===== src/rtl/simple_arb_pkg.sv =====
// simple_arb_pkg -- shared types and defaults for the simple_arb arbiter.
//
// Contents:
//   DEF_M_CNT / DEF_AW / DEF_DW  default master count, address width, data width
//   arb_state_e                  arbiter FSM state encoding (IDLE, ISSUE, RESP)
//   idx_width()                  width of an encoded master index (at least 1 bit)
package simple_arb_pkg;

  localparam int DEF_M_CNT = 2;
  localparam int DEF_AW    = 5;
  localparam int DEF_DW    = 32;

  typedef enum logic [1:0] {
    IDLE  = 2'd0,
    ISSUE = 2'd1,
    RESP  = 2'd2
  } arb_state_e;

  // Width needed to hold an encoded master index; never narrower than 1 bit.
  function automatic int idx_width(input int n);
    return (n > 1) ? $clog2(n) : 1;
  endfunction

endpackage


===== src/rtl/simple_arb_pick.sv =====
// simple_arb_pick -- combinational winner selection for simple_arb.
//
// The search starts at index ptr+1 (modulo M_CNT) and returns the first
// requesting master. Passing ptr = M_CNT-1 makes the search start at master 0,
// which turns this into a lowest-index-wins fixed priority picker.
//
// Ports:
//   req    in   M_CNT  request vector, one bit per master
//   ptr    in   IW     index of the most recently granted master
//   grant  out  M_CNT  one-hot winner (all zero when nobody requests)
//   idx    out  IW     encoded winner index (0 when nobody requests)
//   any    out  1      at least one request is present
module simple_arb_pick
  import simple_arb_pkg::*;
#(
  parameter int M_CNT = DEF_M_CNT,
  parameter int IW    = idx_width(M_CNT)
) (
  input  logic [M_CNT-1:0] req,
  input  logic [IW-1:0]    ptr,
  output logic [M_CNT-1:0] grant,
  output logic [IW-1:0]    idx,
  output logic             any
);

  int unsigned   cand;
  logic [IW-1:0] cand_idx;
  logic          found;

  // Walk the masters in rotated order starting after ptr; the first requester wins.
  // ptr <= M_CNT-1 and k <= M_CNT-1, so a single subtraction is enough to wrap.
  always_comb begin
    grant    = '0;
    idx      = '0;
    found    = 1'b0;
    cand     = 0;
    cand_idx = '0;
    for (int k = 0; k < M_CNT; k++) begin
      cand = {{(32-IW){1'b0}}, ptr} + 32'(k) + 32'd1;
      if (cand >= 32'(M_CNT)) begin
        cand = cand - 32'(M_CNT);
      end
      cand_idx = IW'(cand);
      if (!found && req[cand_idx]) begin
        found           = 1'b1;
        grant[cand_idx] = 1'b1;
        idx             = cand_idx;
      end
    end
  end

  assign any = |req;

endmodule


===== src/rtl/simple_arb.sv =====
// simple_arb -- M_CNT-master to single simple-bus slave arbiter.
//
// One transaction every three cycles: IDLE picks a winner and latches its
// request, ISSUE strobes s_re/s_we for one cycle, RESP pulses m_ack of the
// winner and captures read data.
//
// Configuration macro: SIMPLE_ARB_RR_EN
//   defined   -> round-robin; pointer register remembers the last winner
//   undefined -> fixed priority, lowest requesting index wins; no pointer flop
//
// Ports:
//   clk, rst        clock (rising edge), asynchronous active-high reset
//   m_addr  in      M_CNT*AW  master i address at [i*AW +: AW]
//   m_re    in      M_CNT     read requests
//   m_we    in      M_CNT     write requests (a write wins over a read)
//   m_wd    in      M_CNT*DW  master i write data at [i*DW +: DW]
//   m_ack   out     M_CNT     one-cycle completion strobe
//   m_rd    out     DW        shared read data, valid with a reader's m_ack
//   s_addr  out     AW        slave address (holds last latched value)
//   s_re    out     1         slave read strobe
//   s_we    out     1         slave write strobe
//   s_wd    out     DW        slave write data (holds last latched value)
//   s_rd    in      DW        slave read data, valid the cycle after s_re
module simple_arb
  import simple_arb_pkg::*;
#(
  parameter int M_CNT = DEF_M_CNT,
  parameter int AW    = DEF_AW,
  parameter int DW    = DEF_DW
) (
  input  logic                clk,
  input  logic                rst,
  input  logic [M_CNT*AW-1:0] m_addr,
  input  logic [M_CNT-1:0]    m_re,
  input  logic [M_CNT-1:0]    m_we,
  input  logic [M_CNT*DW-1:0] m_wd,
  output logic [M_CNT-1:0]    m_ack,
  output logic [DW-1:0]       m_rd,
  output logic [AW-1:0]       s_addr,
  output logic                s_re,
  output logic                s_we,
  output logic [DW-1:0]       s_wd,
  input  logic [DW-1:0]       s_rd
);

  localparam int IW = idx_width(M_CNT);

  arb_state_e       state_q, state_d;
  logic [M_CNT-1:0] gnt_q, gnt_d;
  logic             rd_q, rd_d;
  logic [AW-1:0]    addr_q, addr_d;
  logic [DW-1:0]    wd_q, wd_d;
  logic             s_re_q, s_re_d;
  logic             s_we_q, s_we_d;
  logic [M_CNT-1:0] m_ack_q, m_ack_d;
  logic [DW-1:0]    m_rd_q, m_rd_d;

  logic [M_CNT-1:0] req;
  logic [M_CNT-1:0] pick_grant;
  logic [IW-1:0]    pick_idx;
  logic             pick_any;
  logic [IW-1:0]    ptr;

  assign req = m_re | m_we;

`ifdef SIMPLE_ARB_RR_EN
  logic [IW-1:0] ptr_q, ptr_d;

  // The pointer follows the winner so the search next time starts just after it.
  always_comb begin
    ptr_d = ptr_q;
    if (state_q == IDLE && pick_any) begin
      ptr_d = pick_idx;
    end
  end

  assign ptr = ptr_q;
`else
  // A pointer stuck at the last index makes the picker start at master 0.
  assign ptr = IW'(M_CNT - 1);
`endif

  simple_arb_pick #(
    .M_CNT(M_CNT),
    .IW   (IW)
  ) u_pick (
    .req  (req),
    .ptr  (ptr),
    .grant(pick_grant),
    .idx  (pick_idx),
    .any  (pick_any)
  );

  // Next-state and next-output logic. Strobes default low so they only ever
  // last one cycle; address/data/read-data registers hold unless reloaded.
  always_comb begin
    state_d = state_q;
    gnt_d   = gnt_q;
    rd_d    = rd_q;
    addr_d  = addr_q;
    wd_d    = wd_q;
    s_re_d  = 1'b0;
    s_we_d  = 1'b0;
    m_ack_d = '0;
    m_rd_d  = m_rd_q;
    unique case (state_q)
      IDLE: begin
        if (pick_any) begin
          gnt_d   = pick_grant;
          addr_d  = m_addr[pick_idx*AW +: AW];
          wd_d    = m_wd[pick_idx*DW +: DW];
          s_we_d  = m_we[pick_idx];
          s_re_d  = m_re[pick_idx] & ~m_we[pick_idx];
          rd_d    = m_re[pick_idx] & ~m_we[pick_idx];
          state_d = ISSUE;
        end
      end
      ISSUE: begin
        m_ack_d = gnt_q;
        state_d = RESP;
      end
      RESP: begin
        if (rd_q) begin
          m_rd_d = s_rd;
        end
        state_d = IDLE;
      end
      default: begin
        state_d = IDLE;
      end
    endcase
  end

  // All arbiter state; reset aborts any transaction in flight without an ack.
  always_ff @(posedge clk or posedge rst) begin
    if (rst) begin
      state_q <= IDLE;
      gnt_q   <= '0;
      rd_q    <= 1'b0;
      addr_q  <= '0;
      wd_q    <= '0;
      s_re_q  <= 1'b0;
      s_we_q  <= 1'b0;
      m_ack_q <= '0;
      m_rd_q  <= '0;
`ifdef SIMPLE_ARB_RR_EN
      ptr_q   <= IW'(M_CNT - 1);
`endif
    end else begin
      state_q <= state_d;
      gnt_q   <= gnt_d;
      rd_q    <= rd_d;
      addr_q  <= addr_d;
      wd_q    <= wd_d;
      s_re_q  <= s_re_d;
      s_we_q  <= s_we_d;
      m_ack_q <= m_ack_d;
      m_rd_q  <= m_rd_d;
`ifdef SIMPLE_ARB_RR_EN
      ptr_q   <= ptr_d;
`endif
    end
  end

  assign m_ack  = m_ack_q;
  assign s_addr = addr_q;
  assign s_wd   = wd_q;
  assign s_re   = s_re_q;
  assign s_we   = s_we_q;

  // Slave data only arrives during RESP, the same cycle m_ack is high, so the
  // reader sees s_rd directly then; the register keeps it from then on.
  assign m_rd = (state_q == RESP && rd_q) ? s_rd : m_rd_q;

endmodule

===== config.mk =====
export PLATFORM = sky130hd
export DESIGN_NAME = simple_arb
export DESIGN_NICKNAME = d
export VERILOG_FILES = /design/src/rtl/simple_arb_pkg.sv /design/src/rtl/simple_arb_pick.sv /design/src/rtl/simple_arb.sv
export SDC_FILE = /design/constraint.sdc
export NUM_CORES = 1
export LEC_CHECK = 0
export ABC_AREA = 1
export ABC_CLOCK_PERIOD_IN_PS = 3200
export CAP_MARGIN = 20
export CORE_MARGIN = 8
export CORE_UTILIZATION = 30
export DETAILED_ROUTE_END_ITERATION = 8
export HOLD_SLACK_MARGIN = 0.02
export PLACE_DENSITY_LB_ADDON = 0.1
export SETUP_SLACK_MARGIN = 0.3
export SLEW_MARGIN = 20
export SYNTH_ARGS = -nofsm -noshare
export SYNTH_HDL_FRONTEND = slang
export SYNTH_SLANG_ARGS = --single-unit

===== constraint.sdc =====
create_clock -name clk -period 3.2 [get_ports clk]
set_clock_uncertainty 0.05 [all_clocks]
set_input_delay 0.48 -clock clk [delete_from_list [all_inputs] [get_ports clk]]
set_output_delay 0.48 -clock clk [all_outputs]
set_load 0.02 [all_outputs]

==> metrics, run 1 <==
Pleak 2.884 nW; critical path class reg -> out; status complete, no violations; DRT antenna net count 0; # Max-Cap Violations 0; syn nets 565; TritonCTS clock tree built; DP Cell Count 760; GPL Wtd Cong 0.7412; routed wire length 11,780 um; R2R Path Start state_q[1]; Critical Path Max Stage Delay 0.66 ns; final core utilization 50.48%; crit share post-route 87.78%; cells after synthesis 453; Root Buffer clkbuf_16; Core Box Area 0.01152 mm2; type of origin of the critical path flop; area of the mapped netlist 0.003556 mm2; Worst-Margin Slew 0.7271 ns; Slew Limit Fails 0; largest net degree at the start of global routing 43; initial antenna violation count 0; Data required, critical path 2.67 ns; H-tree depth 3; sequential element share of the synthesized area 54.89%; CP max-delay cell clkdlybuf4s50_1; critical-path cell list clkinvlp_4 -> buf_4 -> nand3_4 -> o21ai_0 -> clkdlybuf4s50_1; routed len/inst 15.12 um; # rows 39; Die Width 124.9 um; number of port buffers 184; first-pass GRT wire length 18,520 um; clk slew on worst S/H paths 0.05 ns; Die Ht 124.9 um; worst rel slew slack 51.36%; vias 3,470; CP max FO 15; number of detailed-route iterations in the first pass 4; Cell Pwr Density 925.0 mW/mm2; vias per cell 4.454; maximum clock rate 356.0 MHz; Hold Fails Final Rpt 0; share of cells above drive strength 1 5.031%; Die ar. 0.01559 mm2; Pwr Total 5.377 mW; n_diodes 0; number of global-route vias before repair 3,499; remaining routing DRC violations 0; Final Critical Period 2.809 ns; R2R cell count 5; Global Route Usage Sum 15.09%; Arr. time, crit path 2.28 ns; Clock Tree Buf Depth 2; IO Pins 185; worst hold endpoint s_wd[26]; Distinct cells, synth 18; net count reported at finish 744; Synth Warn # 0; hold path depth 2; clock sinks 78; Worst VDD drop 0.3487 mV; Seq cells post-synth 78; hold_ws 0.4259 ns; Initial Util 30.88%; reg-to-reg setup timing slack 1.24 ns; total congestion overflow 0; Worst-Skew Late Latency 0.33 ns; min-delay src s_wd[26]; crit end category output pin; mean post-synth cell area 7.850 um2; Hold Crit Class reg -> reg; setup_tns 0 ns; Starting DRT DRC Count 175; Non-Filler Instances 779; CP bufs+invs 3; Worst R2R End s_wd[31]; critical path's top delay family buffers and inverters; Syn-to-layout area delta 63.48%; RSZ-0062 raised after global routing false; Setup-failing EPs final 0; DP HPWL 8388 um; TritonCTS Buffers 9
==> cells in the mapped netlist <==
cell type	instances	share of area [%]
a21oi_1	1	0.14
buf_2	11	1.5
buf_4	7	1.5
buf_6	3	0.95
clkbuf_1	4	0.42
dfrtp_1	78	55
inv_1	42	4.4
inv_2	1	0.11
nand2_1	223	24
nand2_2	1	0.18
nand2_4	1	0.32
nand3_1	39	5.5
nand3_4	1	0.49
nor2_1	3	0.32
nor2_4	2	0.63
nor3_1	2	0.28
o21ai_0	27	3.8
o21ai_1	7	0.99
==> where the power goes <==
group | switching, mW | internal [mW] | leakage [nW]
clock network | 0.388 | 0.562 | 0.131
registers | 0.232 | 1.46 | 0.960
logic | 1.53 | 1.20 | 1.79
==> tightest hold or removal path: cells and delay by family (launching register included) <==
| kind | cells | cell delay [ns] |
|---|---|---|
| flops | 1 | 0.34 |
| simple gates | 2 | 0.11 |
==> state kept, by name (all words and copies together) (netlist names) <==
name / count
s_re: 1
m_ack: 2
s_addr: 5
s_we: 1
state_q: 2
s_wd: 32
m_rd_q: 32
rd_q: 1
gnt_q: 2
==> through the flow <==
step           worst slack [ns]  cell area (um2)
2_1_floorplan            0.6750             3556
3_5_place_dp             0.4745             5472
5_1_grt                  0.3036             5813
3_3_place_gp             0.5945             5472
6_report                 0.3911             5813
4_1_cts                  0.2956             5766
==> cell type report <==
cell class	count	area [um2]
fillers	1116	5703
flip-flops and latches	78	1953
repair buffers	190	1899
well taps	143	178.9
inverters	43	166.4
clock inverters	3	20.02
clock buffers	12	256.5
multi-input cells	310	1339
==> cell families after synthesis <==
kind of cell / synth area share (%)
flops: 54.89
buf+inv: 8.937
compound gates: 4.926
simple gates: 31.25
==> layer usage <==
| layer | part of all wire (%) | global-route usage (%) | vias to the layer above |
|---|---|---|---|
| met5 | 0 | 0 | - |
| met4 | 1.6 | 5.587 | 0 |
| met3 | 7.8 | 6.122 | 12 |
| met2 | 49 | 25.22 | 98 |
| met1 | 42 | 16.93 | 1607 |
| li1 | - | - | 1753 |
==> placed cells by master, fill, tap and decap left out, types with 2 or more instances in the layout <==
cell type	count
buf_4	5
clkbuf_16	9
clkbuf_8	2
clkdlybuf4s50_1	184
clkinv_2	2
clkinvlp_4	3
dfrtp_1	77
inv_1	40
nand2_1	223
nand3_1	39
nand3_4	4
nor2_1	3
nor2_4	2
nor3_1	2
o21ai_0	21
o21ai_1	13
==> worst max path at each step <==
stage	startpoint	endpoint	slack, ns	depth (start not counted)
after global routing	state_q[0]	m_rd[29]	0.30	5
after CTS	state_q[0]	m_rd[14]	0.30	4
after global placement	state_q[0]	m_rd[17]	0.59	4
after detailed placement	state_q[0]	m_rd[26]	0.47	4
after floorplan	rst	gnt_q[0]	0.67	1
final	state_q[0]	m_rd[17]	0.39	5
==> what timing repair did <==
action / CTS / global route
resized for setup: 2 / 9
buffers inserted: 0 / 1
endpoints found under the hold margin: 0 / 0
cloned: 1 / 2
setup endpoints to repair: 32 / 32
pin swaps: 1 / 0
hold buffers: 0 / 0
No activity file was read; power rests on OpenSTA's default activity.
==> inputs of run 2 (changes only) <==
--- a/config.mk
+++ b/config.mk
@@ -12,8 +12,9 @@
 export CORE_UTILIZATION = 30
 export DETAILED_ROUTE_END_ITERATION = 8
 export HOLD_SLACK_MARGIN = 0.02
-export PLACE_DENSITY_LB_ADDON = 0.1
+export PLACE_DENSITY = 0.6
 export SETUP_SLACK_MARGIN = 0.3
+export SKIP_LAST_GASP = 1
 export SLEW_MARGIN = 20
 export SYNTH_ARGS = -nofsm -noshare
 export SYNTH_HDL_FRONTEND = slang
==> metrics, run 2 (synthesized netlist as in run 1, its figures left out) <==
register share of total power 30.5%; switch share 39.37%; DRT antenna net count 0; maximum clock rate 359.8 MHz; Data required, critical path 2.67 ns; remaining routing DRC violations 0; commonest non-fill, non-tap cell in the layout nand2_1; H-tree depth 3; R2R Path Start state_q[1]; placed cell area 0.005464 mm2; Pint 3.375 mW; commonest non-fill, non-tap cells in the layout 223 x nand2_1, 184 x clkdlybuf4s50_1, 77 x dfrtp_1, 40 x inv_1, 39 x nand3_1; # Max-Cap Violations 0; Starting DRT DRC Count 229; clock sinks 78; DP HPWL 8517 um; Worst R2R End gnt_q[1]; P_sw 2.192 mW; vias per cell 4.456; n_diodes 0; Cell Pwr Density 950.8 mW/mm2; Root Buffer clkbuf_16; share of cells above drive strength 1 5.181%; routed wire length 11,950 um; CP max FO 15; IO Pins 185; TritonCTS clock tree built; Setup-failing EPs final 0; reg-to-reg setup timing slack 1.24 ns; net count reported at finish 744; largest net degree at the start of global routing 47; setup_tns 0 ns; routed len/inst 15.31 um; Pleak 2.912 nW; hold_ws 0.4269 ns; number of detailed-route iterations in the first pass 4; FILL cells 1,098; area of all placed cells without fillers 0.005854 mm2; Clock Tree Buf Depth 2; min-delay src s_addr[0]; Hold Crit Class reg -> reg; Final Critical Period 2.779 ns; Core Box Area 0.01152 mm2; GPL Wtd Cong 0.7601; Worst-Margin Slew 0.8549 ns; Global Route Usage Sum 14.98%; first-pass GRT wire length 18,840 um; # rows 39; worst hold endpoint s_addr[0]; Die Width 124.9 um; hold path depth 2; initial antenna violation count 0; Syn-to-layout area delta 64.64%; crit end category output pin; R2R cell count 4; Die ar. 0.01559 mm2; Hold Fails Final Rpt 0; Die Ht 124.9 um; clock share of power 20.0%; Worst-Skew Late Latency 0.33 ns; clk slew on worst S/H paths 0.06 ns; status complete, no violations; vias 3,476; type of origin of the critical path flop; combinational group share of total power 49.5%; RSZ-0062 raised after global routing false; crit share post-route 86.85%; Arr. time, crit path 2.25 ns; final core utilization 50.84%; critical path class reg -> out; TritonCTS Buffers 9; number of port buffers 184; total congestion overflow 0; worst rel slew slack 43.00%; Worst VDD drop 0.3342 mV; Initial Util 30.88%; Slew Limit Fails 0; number of global-route vias before repair 3,584
## run 2: changes by cell type in the layout (fill, tap and decap cells not counted)
cell and delta:
nand3_2 +1, o21ai_1 +5, clkinvlp_4 -2, clkbuf_8 -1, bufinv_16 +2, nand3_4 -1, clkinv_4 +2, o21ai_0 -5
## run 2: final cells by class
cell class                      instances  area [um2]  area share [%]
Inverter                               43       166.4           2.842
Multi-Input combinational cell        310        1331           22.74
Timing Repair Buffer                  190        1899           32.44
Sequential cell                        78        1953           33.36
Clock inverter                          5       82.58           1.411
Tap cell                              143       178.9           3.056
Clock buffer                           11       242.7           4.146
## run 2: critical path: stages, from the launching register on
cell,delay (ns)
dfrtp_1,0.43
clkinvlp_4,0.20
buf_4,0.15
nand3_4,0.21
o21ai_1,0.26
clkdlybuf4s50_1,0.66
## run 2: power by group through the flow
stage | combinational (mW) | sequential, mW | clock (mW)
2_1_floorplan | 1.15 | 1.96 | 0
3_3_place_gp | 2.71 | 1.67 | 0
3_5_place_dp | 2.74 | 1.68 | 0
4_1_cts | 2.77 | 1.69 | 1.15
5_1_grt | 2.99 | 1.75 | 1.19
6_report | 2.75 | 1.70 | 1.11
## run 2: per-layer routing
layer / GRT usage [%] / up-vias / share of wire, %
met5: 0 / - / 0
met4: 6.017 / 0 / 1.9
met3: 5.051 / 16 / 6.6
met2: 26.69 / 104 / 51
met1: 15.91 / 1602 / 40
li1: - / 1754 / -
## run 2: stage by stage
step | setup WS (ns) | instances | power (mW)
6_report | 0.4208 | 780 | 5.566
5_1_grt | 0.3084 | 780 | 5.931
4_1_cts | 0.2702 | 776 | 5.600
3_5_place_dp | 0.4804 | 759 | 4.424
3_3_place_gp | 0.5673 | 759 | 4.379
2_1_floorplan | 0.6750 | 453 | 3.105
## run 2: worst max-delay path by stage
| stage | end | startpoint | slack, ns |
|---|---|---|---|
| CTS | m_rd[11] | state_q[0] | 0.27 |
| global route | m_rd[9] | state_q[0] | 0.31 |
| finish | m_rd[20] | state_q[0] | 0.42 |
| detailed placement | m_rd[16] | state_q[0] | 0.48 |
| global placement | m_rd[11] | state_q[0] | 0.57 |
| floorplan | gnt_q[0] | rst | 0.67 |
## run 2: what timing repair did
item / 4_1_cts / 5_1_grt
resized for setup: 1 / 14
endpoints found under the setup margin: 32 / 31
buffers inserted: 0 / 2
hold buffers: 0 / 0
cloned: 1 / 2
pin swaps: 0 / 2
